$ cat src/rtl/video_timing_pipe_if.sv
// rtl/video_timing_pipe_if.sv - pixel-source and SDL/VGA output bundle of the video timing pipe
interface video_timing_pipe_if #(
    parameter int COLOR_W = 4,
    parameter int FRAME_W = 16
) ();
    logic               enable;
    logic [COLOR_W-1:0] red;
    logic [COLOR_W-1:0] green;
    logic [COLOR_W-1:0] blue;
    logic [10:0]        h_coord;
    logic [9:0]         v_coord;
    logic               disp_enbl;
    logic               h_sync;
    logic               v_sync;
    logic [10:0]        sdl_sx;
    logic [9:0]         sdl_sy;
    logic               sdl_de;
    logic [7:0]         sdl_r;
    logic [7:0]         sdl_g;
    logic [7:0]         sdl_b;
    logic               frame_start;
    logic [FRAME_W-1:0] frame_count;

    modport master (
        input  enable, red, green, blue,
        output h_coord, v_coord, disp_enbl, h_sync, v_sync,
               sdl_sx, sdl_sy, sdl_de, sdl_r, sdl_g, sdl_b,
               frame_start, frame_count
    );

    modport slave (
        output enable, red, green, blue,
        input  h_coord, v_coord, disp_enbl, h_sync, v_sync,
               sdl_sx, sdl_sy, sdl_de, sdl_r, sdl_g, sdl_b,
               frame_start, frame_count
    );
endinterface

$ cat src/rtl/video_timing_pipe.sv
// rtl/video_timing_pipe.sv - video timing generator with source-latency alignment and SDL/VGA output stage
module video_timing_pipe #(
    parameter int H_ACTIVE = 800,
    parameter int H_FP     = 40,
    parameter int H_SYNC   = 128,
    parameter int H_BP     = 88,
    parameter int V_ACTIVE = 600,
    parameter int V_FP     = 1,
    parameter int V_SYNC   = 4,
    parameter int V_BP     = 23,
    parameter int SYNC_POL = 1,
    parameter int COLOR_W  = 4,
    parameter int SRC_LAT  = 1,
    parameter int FRAME_W  = 16
) (
    input  logic                pixel_clk,
    input  logic                rst_n,
    video_timing_pipe_if.master vid
);
    localparam int H_T = H_ACTIVE + H_FP + H_SYNC + H_BP;
    localparam int V_T = V_ACTIVE + V_FP + V_SYNC + V_BP;

    localparam logic [10:0] H_LAST   = 11'(H_T - 1);
    localparam logic [9:0]  V_LAST   = 10'(V_T - 1);
    localparam logic [10:0] H_ACT    = 11'(H_ACTIVE);
    localparam logic [9:0]  V_ACT    = 10'(V_ACTIVE);
    localparam logic [10:0] HS_START = 11'(H_ACTIVE + H_FP);
    localparam logic [10:0] HS_END   = 11'(H_ACTIVE + H_FP + H_SYNC);
    localparam logic [9:0]  VS_START = 10'(V_ACTIVE + V_FP);
    localparam logic [9:0]  VS_END   = 10'(V_ACTIVE + V_FP + V_SYNC);

    typedef struct packed {
        logic       de;
        logic [9:0] y;
        logic [10:0] x;
    } pix_t;

    logic [10:0]        h_q, h_d;
    logic [9:0]         v_q, v_d;
    logic [FRAME_W-1:0] frame_count_q, frame_count_d;
    logic               h_last, v_last, frame_start;
    logic               disp_enbl, hs_act, vs_act;
    pix_t               cur_pix, dl_out;

    logic [10:0] sdl_sx_q, sdl_sx_d;
    logic [9:0]  sdl_sy_q, sdl_sy_d;
    logic        sdl_de_q, sdl_de_d;
    logic [7:0]  sdl_r_q, sdl_r_d;
    logic [7:0]  sdl_g_q, sdl_g_d;
    logic [7:0]  sdl_b_q, sdl_b_d;
    logic [7:0]  exp_r, exp_g, exp_b;

    assign h_last      = (h_q == H_LAST);
    assign v_last      = (v_q == V_LAST);
    assign frame_start = vid.enable && h_last && v_last;
    assign disp_enbl   = (h_q < H_ACT) && (v_q < V_ACT);
    assign hs_act      = (h_q >= HS_START) && (h_q < HS_END);
    assign vs_act      = (v_q >= VS_START) && (v_q < VS_END);

    always_comb begin
        h_d           = h_q;
        v_d           = v_q;
        frame_count_d = frame_count_q;
        if (vid.enable) begin
            if (h_last) begin
                h_d = '0;
                v_d = v_last ? '0 : v_q + 10'd1;
            end else begin
                h_d = h_q + 11'd1;
            end
        end
        if (frame_start) begin
            frame_count_d = frame_count_q + 1'b1;
        end
    end

    assign cur_pix = '{de: disp_enbl, y: v_q, x: h_q};

    // Coordinates wait here until the source's colour for them arrives.
    if (SRC_LAT > 0) begin : g_dl
        pix_t dl_q [SRC_LAT];
        pix_t dl_d [SRC_LAT];

        always_comb begin
            for (int i = 0; i < SRC_LAT; i++) begin
                dl_d[i] = dl_q[i];
            end
            if (vid.enable) begin
                dl_d[0] = cur_pix;
                for (int i = 1; i < SRC_LAT; i++) begin
                    dl_d[i] = dl_q[i-1];
                end
            end
        end

        always_ff @(posedge pixel_clk or negedge rst_n) begin
            if (!rst_n) begin
                for (int i = 0; i < SRC_LAT; i++) begin
                    dl_q[i] <= '0;
                end
            end else begin
                for (int i = 0; i < SRC_LAT; i++) begin
                    dl_q[i] <= dl_d[i];
                end
            end
        end

        assign dl_out = dl_q[SRC_LAT-1];
    end else begin : g_nodl
        assign dl_out = cur_pix;
    end

    // Each output bit repeats the input MSB-first, so full scale maps to 8'hFF.
    for (genvar i = 0; i < 8; i++) begin : g_exp
        localparam int SRC_BIT = COLOR_W - 1 - ((7 - i) % COLOR_W);
        assign exp_r[i] = vid.red[SRC_BIT];
        assign exp_g[i] = vid.green[SRC_BIT];
        assign exp_b[i] = vid.blue[SRC_BIT];
    end

    always_comb begin
        sdl_sx_d = sdl_sx_q;
        sdl_sy_d = sdl_sy_q;
        sdl_de_d = sdl_de_q;
        sdl_r_d  = sdl_r_q;
        sdl_g_d  = sdl_g_q;
        sdl_b_d  = sdl_b_q;
        if (vid.enable) begin
            sdl_sx_d = dl_out.x;
            sdl_sy_d = dl_out.y;
            sdl_de_d = dl_out.de;
            sdl_r_d  = dl_out.de ? exp_r : 8'h00;
            sdl_g_d  = dl_out.de ? exp_g : 8'h00;
            sdl_b_d  = dl_out.de ? exp_b : 8'h00;
        end
    end

    always_ff @(posedge pixel_clk or negedge rst_n) begin
        if (!rst_n) begin
            h_q           <= '0;
            v_q           <= '0;
            frame_count_q <= '0;
            sdl_sx_q      <= '0;
            sdl_sy_q      <= '0;
            sdl_de_q      <= 1'b0;
            sdl_r_q       <= '0;
            sdl_g_q       <= '0;
            sdl_b_q       <= '0;
        end else begin
            h_q           <= h_d;
            v_q           <= v_d;
            frame_count_q <= frame_count_d;
            sdl_sx_q      <= sdl_sx_d;
            sdl_sy_q      <= sdl_sy_d;
            sdl_de_q      <= sdl_de_d;
            sdl_r_q       <= sdl_r_d;
            sdl_g_q       <= sdl_g_d;
            sdl_b_q       <= sdl_b_d;
        end
    end

    assign vid.h_coord     = h_q;
    assign vid.v_coord     = v_q;
    assign vid.disp_enbl   = disp_enbl;
    assign vid.h_sync      = (SYNC_POL != 0) ? hs_act : ~hs_act;
    assign vid.v_sync      = (SYNC_POL != 0) ? vs_act : ~vs_act;
    assign vid.sdl_sx      = sdl_sx_q;
    assign vid.sdl_sy      = sdl_sy_q;
    assign vid.sdl_de      = sdl_de_q;
    assign vid.sdl_r       = sdl_r_q;
    assign vid.sdl_g       = sdl_g_q;
    assign vid.sdl_b       = sdl_b_q;
    assign vid.frame_start = frame_start;
    assign vid.frame_count = frame_count_q;
endmodule

$ cat src/flat_wrapper.sv
// flat-port wrapper written by rule: the top's interface ports become plain ports
module video_timing_pipe_flat 
#(
    parameter int H_ACTIVE = 800,
    parameter int H_FP     = 40,
    parameter int H_SYNC   = 128,
    parameter int H_BP     = 88,
    parameter int V_ACTIVE = 600,
    parameter int V_FP     = 1,
    parameter int V_SYNC   = 4,
    parameter int V_BP     = 23,
    parameter int SYNC_POL = 1,
    parameter int COLOR_W  = 4,
    parameter int SRC_LAT  = 1,
    parameter int FRAME_W  = 16
)
  (pixel_clk, rst_n, vid_enable, vid_red, vid_green, vid_blue, vid_h_coord, vid_v_coord, vid_disp_enbl, vid_h_sync, vid_v_sync, vid_sdl_sx, vid_sdl_sy, vid_sdl_de, vid_sdl_r, vid_sdl_g, vid_sdl_b, vid_frame_start, vid_frame_count);
  video_timing_pipe_if #(.COLOR_W(COLOR_W), .FRAME_W(FRAME_W)) vid_i ();
  input  logic pixel_clk;
  input  logic rst_n;
  input wire logic [$bits(vid_i.enable)-1:0] vid_enable;
  input wire logic [$bits(vid_i.red)-1:0] vid_red;
  input wire logic [$bits(vid_i.green)-1:0] vid_green;
  input wire logic [$bits(vid_i.blue)-1:0] vid_blue;
  output wire logic [$bits(vid_i.h_coord)-1:0] vid_h_coord;
  output wire logic [$bits(vid_i.v_coord)-1:0] vid_v_coord;
  output wire logic [$bits(vid_i.disp_enbl)-1:0] vid_disp_enbl;
  output wire logic [$bits(vid_i.h_sync)-1:0] vid_h_sync;
  output wire logic [$bits(vid_i.v_sync)-1:0] vid_v_sync;
  output wire logic [$bits(vid_i.sdl_sx)-1:0] vid_sdl_sx;
  output wire logic [$bits(vid_i.sdl_sy)-1:0] vid_sdl_sy;
  output wire logic [$bits(vid_i.sdl_de)-1:0] vid_sdl_de;
  output wire logic [$bits(vid_i.sdl_r)-1:0] vid_sdl_r;
  output wire logic [$bits(vid_i.sdl_g)-1:0] vid_sdl_g;
  output wire logic [$bits(vid_i.sdl_b)-1:0] vid_sdl_b;
  output wire logic [$bits(vid_i.frame_start)-1:0] vid_frame_start;
  output wire logic [$bits(vid_i.frame_count)-1:0] vid_frame_count;
  assign vid_i.enable = vid_enable;
  assign vid_i.red = vid_red;
  assign vid_i.green = vid_green;
  assign vid_i.blue = vid_blue;
  assign vid_h_coord = vid_i.h_coord;
  assign vid_v_coord = vid_i.v_coord;
  assign vid_disp_enbl = vid_i.disp_enbl;
  assign vid_h_sync = vid_i.h_sync;
  assign vid_v_sync = vid_i.v_sync;
  assign vid_sdl_sx = vid_i.sdl_sx;
  assign vid_sdl_sy = vid_i.sdl_sy;
  assign vid_sdl_de = vid_i.sdl_de;
  assign vid_sdl_r = vid_i.sdl_r;
  assign vid_sdl_g = vid_i.sdl_g;
  assign vid_sdl_b = vid_i.sdl_b;
  assign vid_frame_start = vid_i.frame_start;
  assign vid_frame_count = vid_i.frame_count;
  video_timing_pipe #(.H_ACTIVE(H_ACTIVE), .H_FP(H_FP), .H_SYNC(H_SYNC), .H_BP(H_BP), .V_ACTIVE(V_ACTIVE), .V_FP(V_FP), .V_SYNC(V_SYNC), .V_BP(V_BP), .SYNC_POL(SYNC_POL), .COLOR_W(COLOR_W), .SRC_LAT(SRC_LAT), .FRAME_W(FRAME_W)) u_core (.pixel_clk(pixel_clk), .rst_n(rst_n), .vid(vid_i));
endmodule
$ cat config.mk
export PLATFORM = sky130hd
export DESIGN_NAME = video_timing_pipe_flat
export DESIGN_NICKNAME = d
export VERILOG_FILES = /design/src/rtl/video_timing_pipe_if.sv /design/src/rtl/video_timing_pipe.sv /design/src/flat_wrapper.sv
export SDC_FILE = /design/constraint.sdc
export NUM_CORES = 1
export LEC_CHECK = 0
export ABC_AREA = 0
export CORE_MARGIN = 4
export CORE_UTILIZATION = 55
export CTS_BUF_LIST = sky130_fd_sc_hd__clkbuf_4
export DETAILED_ROUTE_END_ITERATION = 12
export PLACE_DENSITY = 0.86
export SLEW_MARGIN = 0
export SYNTH_ARGS = -nofsm -noshare
export SYNTH_HDL_FRONTEND = slang
export SYNTH_SLANG_ARGS = --single-unit
$ cat constraint.sdc
create_clock -name pixel_clk -period 4.5 [get_ports pixel_clk]
set_clock_uncertainty 0.2 [all_clocks]
set_input_delay 0.45 -clock pixel_clk [delete_from_list [all_inputs] [get_ports pixel_clk]]
set_output_delay 0.45 -clock pixel_clk [all_outputs]
set_load 0.02 [all_outputs]
After elaboration in Yosys (flattened, before gate mapping)

Index checks and enable logic that the tools add are counted.

Bits in registers: 105
Input bits: 15
Output and inout port bits: 87
Logic and storage cells: 34

Reduce and logical (&&, ||, !) cells: 6
Mux-type cells: 5
Equality and inequality tests: 2
$lt $le $gt $ge: 6
Add/sub/neg operators: 3

Operators by type and width:

| kind                  | number |
|---|---|
| $mux 8                | 3 |
| $lt 11x10->1 const B  | 2 |
| $lt 10x10->1 const B  | 2 |
| $add 16x1->16 const B | 1 |
| $add 11x1->11 const B | 1 |
| $eq 11x11->1 const B  | 1 |
| $ge 11x10->1 const B  | 1 |
| $mux 11               | 1 |
| $add 10x1->10 const B | 1 |
| $eq 10x10->1 const B  | 1 |
| $ge 10x10->1 const B  | 1 |
| $mux 10               | 1 |
| $logic_and 1x1->1     | 5 |
| $reduce_and 2->1      | 1 |

Longest topological paths before layout

Gate-level depths: netlist of run 1.

Depth after elaboration: 3
Depth in mapped cells: 6
Mapped depth without buffers: 5

Worst setup path after synthesis of run 1

Ideal clock, no wire load.

Kind: reg2out
Start point: register u_core.h_q[1] (netlist: u_core.vid.h_coord[1])
End point: output port vid_frame_start
Data arrival time: 1.898 ns
Path buffers: 1
Stages on the path, launching flop included: 6
Path slack: 1.952 ns
Required time: 3.850 ns
Cells stage by stage: dfrtp_1 -> ha_1 -> nand3_1 -> or4_4 -> buf_2 -> nor2_1

Longest elaborated chain between the ends: 3

RTL lines:

| item                           | line                     | RTL |
|---|---|---|
| start: declaration             | video_timing_pipe.sv:38  | `logic [10:0] h_q, h_d;` |
| start signal: assignment       | video_timing_pipe.sv:140 | `h_q <= '0;` |
| start signal: assignment       | video_timing_pipe.sv:150 | `h_q <= h_d;` |
| $eq 11x11->1                   | video_timing_pipe.sv:53  | `assign h_last = (h_q == H_LAST);` |
| $logic_and 1x1->1 (2 in a row) | video_timing_pipe.sv:55  | `assign frame_start = vid.enable && h_last && v_last;` |
| end: declaration               | flat_wrapper.sv:36       | `output wire logic [$bits(vid_i.frame_start)-1:0] vid_frame_start;` |

Every way passes these cells.

Final worst setup path of run 1

Ends and elaborated chain as after synthesis.

==> flow_summary.ini, run 1 <==
[power_and_ir_drop]
pwr-share-seq_pct = 52.8
p_per_area_nw_per_um2 = 348
p_int_mw = 1.32
power.leakage_nw = 2.36
ir_drop_v = 0.000202
switching_power_uw = 535
fin_total_pwr_mw = 1.85
combPwrFrac_pct = 20.1
p_sw_share_pct = 28.9
clkPwrFrac_pct = 27.0

[run_status]
status = finished clean

[clock_tree]
postCtsSetupBuffers = 0
cts_buffer_depth = 2
clock_latency_ns = 0.43
ctsRootBufferMaster = clkbuf_4
clkTransAtPathRegs_ns = 0.15
cts_tree = done
cts_num_sinks = 93
cts_hold_buf = 1
cts_max_level = 3
cts_resized = 0
cts_buffers = 9

[logic_synthesis]
synth_cell_types = 39
syn-num-nets = 380
netlist_instances = 359
synth_seq_cells = 93
ys.flop_type = dfrtp_1
ys_warn_count = 0
avgSynthCellArea_um2 = 11.6
synth-seq-area-share_pct = 55.8
netlist_area_um2 = 4170
async_flop_share_pct = 100
synth_edf_count = 0

[layout]
nNetsFinal = 467
fin_cells = 549
diodes = 0
mostFrequentLayoutCell = clkdlybuf4s50_1
syn2layout_area_growth_pct = 27.7
layout_common_cells = clkdlybuf4s50_1, dfrtp_1, mux2_2, nand3_1, inv_1
final_layout_size_suffix_gt1_share_pct = 15.3

[routing]
drt-total-wl_mm = 9.05
viasPerCell = 5.42
wire_per_inst_um = 16.5
vias = 2973
drtIter0Drc = 177
ant_nets = 0
first_pass_iters = 4
drc = 0

[floorplan]
coreArea_um2 = 7290
initial_core_util_pct = 57.2
die_w_um = 95.1
rows = 31
pin_count = 102
die_area_um2 = 9040
die_y_um = 95.1

[worst_hold_path]
whs_path_depth = 1
min_path_type = flip-flop to flip-flop

[setup_path]
cp-end-kind = output port
crit_type = flip-flop to output port
start_kind = flip-flop
worstPathRequired_ns = 3.85
crit_fanout = 21
crit_arrival_ns = 2.79
r2r_cells = 5

[timing]
holdWs_ns = 0.285
worstMarginPinSlew_ns = 1.11
setup-violations-final = 0
finalHoldViolCount = 0
finalSetupTns_ns = 0
fin_crit_sh_pct = 76.6
rsz0062_at_grt = no
max_freq_ghz = 0.290
period_minus_slack_ns = 3.44
maxSlewViolCount = 0
slew_headroom_pct = 25.1

[global_routing]
overflow = 0
grt_max_degree = 76
first_global_vias = 2928
antenna_found_initial = 0
grt_pass1_wl_mm = 14.7
grt.total_usage_pct = 21.0

[placed_design]
port_buffers = 101
routabilityCongestion = 0.914
hpwlAfterDp_mm = 6.47
post-place-cells = 533

[run]
cap_violations = 0
## power by group through the flow
stage                     Clock [mW]  Sequential, mW  Combinational (mW)
after detailed placement           0           0.995               0.378
after global routing           0.549           0.991               0.403
after CTS                      0.510           0.978               0.379
after floorplan                    0            1.05               0.137
after global placement             0           0.986               0.369
final                          0.500           0.978               0.373
## critical path: stages, from the launching register on
cell,delay (ns)
dfrtp_1,0.45
ha_1,0.24
nand3_1,0.20
or4_4,0.71
nor2_1,0.14
clkdlybuf4s50_1,0.62
## per-stage QoR
| step | utilization, % | area, um2 | setup slack, ns |
|---|---|---|---|
| final | 73.0 | 5320 | 1.06 |
| after global routing | 73.0 | 5320 | 0.928 |
| after CTS | 73.0 | 5320 | 1.05 |
| after detailed placement | 70.7 | 5160 | 1.56 |
| after global placement | 70.7 | 5160 | 1.61 |
| after floorplan | - | 4170 | 1.95 |
## synth_stat cells, drive strengths merged (2+ instances only)
library cell / number / area share (%)
a21oi: 4 / 0.48
a31oi: 3 / 0.45
and2: 4 / 0.60
and3: 4 / 0.60
and4: 2 / 0.42
buf: 16 / 2.7
clkbuf: 12 / 1.1
dfrtp: 93 / 56
ha: 6 / 1.8
inv: 23 / 2.1
mux2: 44 / 12
mux2i: 3 / 0.72
nand2: 15 / 1.4
nand3: 26 / 3.1
nand4: 7 / 1.1
nor2: 11 / 0.99
nor3: 7 / 0.84
nor4: 13 / 2.1
nor4bb: 2 / 0.48
o21ai: 21 / 2.5
o311ai: 2 / 0.42
or3: 4 / 0.72
xnor2: 8 / 1.7
xor2: 19 / 4.0
## area by class of cell
cell class              instances  area (um2)
well taps                      99         124
fillers                       514        1970
repair buffers                104        1030
inverters                      23        86.3
multi-input cells             215        1600
flip-flops and latches         93        2330
clock inverters                 6        87.6
clock buffers                   9        67.6
## cells by family after synthesis
| group | share of synthesized area, % |
|---|---|
| adders and majority gates | 1.80 |
| and+or+nand+nor | 13.6 |
| muxes | 12.6 |
| xor gates and xnor gates | 5.67 |
| buffers and inverters | 5.88 |
| DFF | 55.8 |
| AOI/OAI and AO/OA | 4.62 |
## path summary, 6_finish.rpt
| path | slack [ns] | startpoint | end |
|---|---|---|---|
| setup reg to reg | 1.73 | u_core.vid.v_coord[0]$_DFFE_PN0P_ | u_core.vid.frame_count[15]$_DFFE_PN0P_ |
| setup / recovery | 1.06 | u_core.vid.h_coord[1]$_DFFE_PN0P_ | vid_frame_start |
| hold reg to reg | 0.28 | u_core.vid.frame_count[15]$_DFFE_PN0P_ | u_core.vid.frame_count[15]$_DFFE_PN0P_ |
| max in group asynchronous | 2.75 | rst_n | u_core.vid.sdl_sx[10]$_DFFE_PN0P_ |
| min in group asynchronous | 0.45 | rst_n | u_core.vid.sdl_sy[9]$_DFFE_PN0P_ |
| hold / removal | 0.28 | u_core.vid.frame_count[15]$_DFFE_PN0P_ | u_core.vid.frame_count[15]$_DFFE_PN0P_ |
## sequential cells by signal (all words and copies together), names as in the netlist
signal	cells
u_core.vid.sdl_g	4
u_core.vid.sdl_sx	11
u_core.vid.sdl_r	4
u_core.vid.sdl_de	1
u_core.vid.sdl_sy	10
u_core.dl_out	22
u_core.vid.h_coord	11
u_core.vid.v_coord	10
u_core.vid.sdl_b	4
u_core.vid.frame_count	16
## routing by layer
metal,track usage (%),share of wire [%],vias up,wire length [um]
met5,0,0,-,0
met4,9.86,2.3,0,210
met3,3.95,6.2,18,562
met2,32.4,47,104,4270
met1,28.9,44,1436,4010
li1,-,-,1415,-
Power figures use the tool's default switching activity.
==> run 2: changes to the inputs <==
--- a/config.mk
+++ b/config.mk
@@ -7,10 +7,10 @@
 export LEC_CHECK = 0
 export ABC_AREA = 0
 export CORE_MARGIN = 4
-export CORE_UTILIZATION = 55
+export CORE_UTILIZATION = 51
 export CTS_BUF_LIST = sky130_fd_sc_hd__clkbuf_4
 export DETAILED_ROUTE_END_ITERATION = 12
-export PLACE_DENSITY = 0.86
+export PLACE_DENSITY = 0.8
 export SLEW_MARGIN = 0
 export SYNTH_ARGS = -nofsm -noshare
 export SYNTH_HDL_FRONTEND = slang
==> constraint.sdc (replaced) <==
create_clock -name pixel_clk -period 3.5 [get_ports pixel_clk]
set_clock_uncertainty 0.2 [all_clocks]
set_input_delay 0.35 -clock pixel_clk [delete_from_list [all_inputs] [get_ports pixel_clk]]
set_output_delay 0.35 -clock pixel_clk [all_outputs]
set_load 0.02 [all_outputs]
==> flow_summary.ini, run 2 (same netlist as run 1, synthesis figures left out) <==
[floorplan]
pin_count = 102
initial_core_util_pct = 53.1
die_w_um = 98.4
rows = 32
die_area_um2 = 9680
coreArea_um2 = 7850
die_y_um = 98.4

[routing]
drt-total-wl_mm = 8.98
drc = 0
ant_nets = 0
drtIter0Drc = 171
vias = 3004
viasPerCell = 5.39
first_pass_iters = 4
wire_per_inst_um = 16.1

[global_routing]
grt_pass1_wl_mm = 15.1
overflow = 0
grt.total_usage_pct = 19.4
grt_max_degree = 76
grt_use_met1_pct = 27.0
antenna_found_initial = 1
grt_use_met2_pct = 29.1
grt_busiest_layer = met2
met3_usage_pct = 4.67
first_global_vias = 2937

[worst_hold_path]
holdPathEnd = u_core.vid.h_coord[6]$_DFFE_PN0P_
hold_path_startpoint = vid_enable
min_path_type = primary input to flip-flop
whs_path_depth = 5

[placed_design]
hpwlAfterDp_mm = 6.26
port_buffers = 101
post-place-ws_ns = 0.646
routabilityCongestion = 0.898

[power_and_ir_drop]
p_per_area_nw_per_um2 = 466
power.leakage_nw = 2.40
fin_total_pwr_mw = 2.52
ir_drop_v = 0.000253

[timing]
max_freq_ghz = 0.299
setup-violations-final = 0
fin_crit_sh_pct = 95.7
maxSlewViolCount = 0
worstMarginPinSlew_ns = 0.790
rsz0062_at_grt = no
finalHoldViolCount = 0
slew_headroom_pct = 47.3
finalSetupTns_ns = 0
postLayoutSetupSlackWorst_ns = 0.152
period_minus_slack_ns = 3.35

[layout]
mostFrequentLayoutCell = clkdlybuf4s50_1
layout_common_cells = clkdlybuf4s50_1, dfrtp_1, mux2_2, nand3_1, inv_1
final_layout_size_suffix_gt1_share_pct = 16.1
largest_reg_flops = 22
nNetsFinal = 470
syn2layout_area_growth_pct = 29.6

[setup_path]
rrSetupSlack_ns = 0.98
worstPathRequired_ns = 2.95
start_kind = flip-flop
cp-end-kind = output port
timing.rr.start = u_core.vid.h_coord[1]$_DFFE_PN0P_
slowest_stage = or4_4
crit_fanout = 21
crit_arrival_ns = 2.80
slowest_delay_ns = 0.72
r2r_end = u_core.vid.frame_count[15]$_DFFE_PN0P_
r2r_cells = 5
crit_type = flip-flop to output port
path_cells = ha_1 > nand3_1 > or4_4 > nor2_1 > clkdlybuf4s50_1

[clock_tree]
cts_buffers = 9
cts_buffer_depth = 2
cts_resized = 0
cts_tree = done
clkTransAtPathRegs_ns = 0.15
cts_max_level = 3
ctsRootBufferMaster = clkbuf_4
clock_latency_ns = 0.44
postCtsSetupBuffers = 0
cts_num_sinks = 93

[run]
cap_violations = 0

[run_status]
status = finished clean
[run 2: cell count changes in the layout (fill, tap and decap cells not counted)]
cell        before  now
buf_4            3    6
clkinv_4         0    1
bufinv_16        2    4
clkinvlp_4       1    0
diode_2          0    1
inv_8            1    0
[run 2: area by class of cell]
type	instances	area [um2]
fill	619	2440
sequential	93	2330
multi-input combinational	215	1600
timing repair buffer	107	1050
clock inverter	7	138
tap	102	128
inverter	23	86.3
clock buffer	9	67.6
antenna	1	2.50
[run 2: stage by stage]
step / instance area, um2 / util [%] / instances / hold slack (ns)
final: 5400 / 68.8 / 557 / 0.254
after global routing: 5400 / 68.8 / 557 / 0.239
after CTS: 5400 / 68.8 / 556 / 0.227
after detailed placement: 5180 / 66.1 / 539 / 0.275
after global placement: 5180 / 66.1 / 539 / 0.258
after floorplan: 4170 / - / 359 / -0.146
[run 2: worst max-delay path by stage]
stage	start	to	slack (ns)	depth (start not counted)
6_report	u_core.vid.h_coord[1]$_DFFE_PN0P_	vid_frame_start	0.15	5
3_3_place_gp	u_core.vid.h_coord[7]$_DFFE_PN0P_	vid_frame_start	0.70	4
5_1_grt	u_core.vid.h_coord[1]$_DFFE_PN0P_	vid_frame_start	0.005	5
3_5_place_dp	u_core.vid.h_coord[1]$_DFFE_PN0P_	vid_frame_start	0.65	5
4_1_cts	u_core.vid.h_coord[1]$_DFFE_PN0P_	vid_frame_start	0.12	5
2_1_floorplan	u_core.vid.h_coord[1]$_DFFE_PN0P_	vid_frame_start	1.05	5
[run 2: what timing repair did]
| action | in CTS | in global routing |
|---|---|---|
| endpoints found under the hold margin | 60 | 0 |
| hold buffers | 1 | 0 |
| setup endpoints to repair | 0 | 0 |
[run 2: critical path, delay by kind of cell (launching register included)]
| family | cells | cell delay [ns] |
|---|---|---|
| AND/OR/NAND/NOR | 3 | 1.07 |
| flip-flops | 1 | 0.44 |
| adder cells (fa/ha/maj) | 1 | 0.23 |
| buffers and inverters | 1 | 0.62 |
[run 2: routing by layer]
layer  vias up  share of wire (%)
met3        16                6.6
met1      1455                 46
met5         -                  0
met2       111                 45
met4         0                2.3
li1       1422                  -
[run 2: power by group]
part           internal (mW)  leakage [nW]  switching, mW
clock                  0.431         0.108          0.350
combinational          0.234          1.12          0.249
sequential              1.17          1.17         0.0849
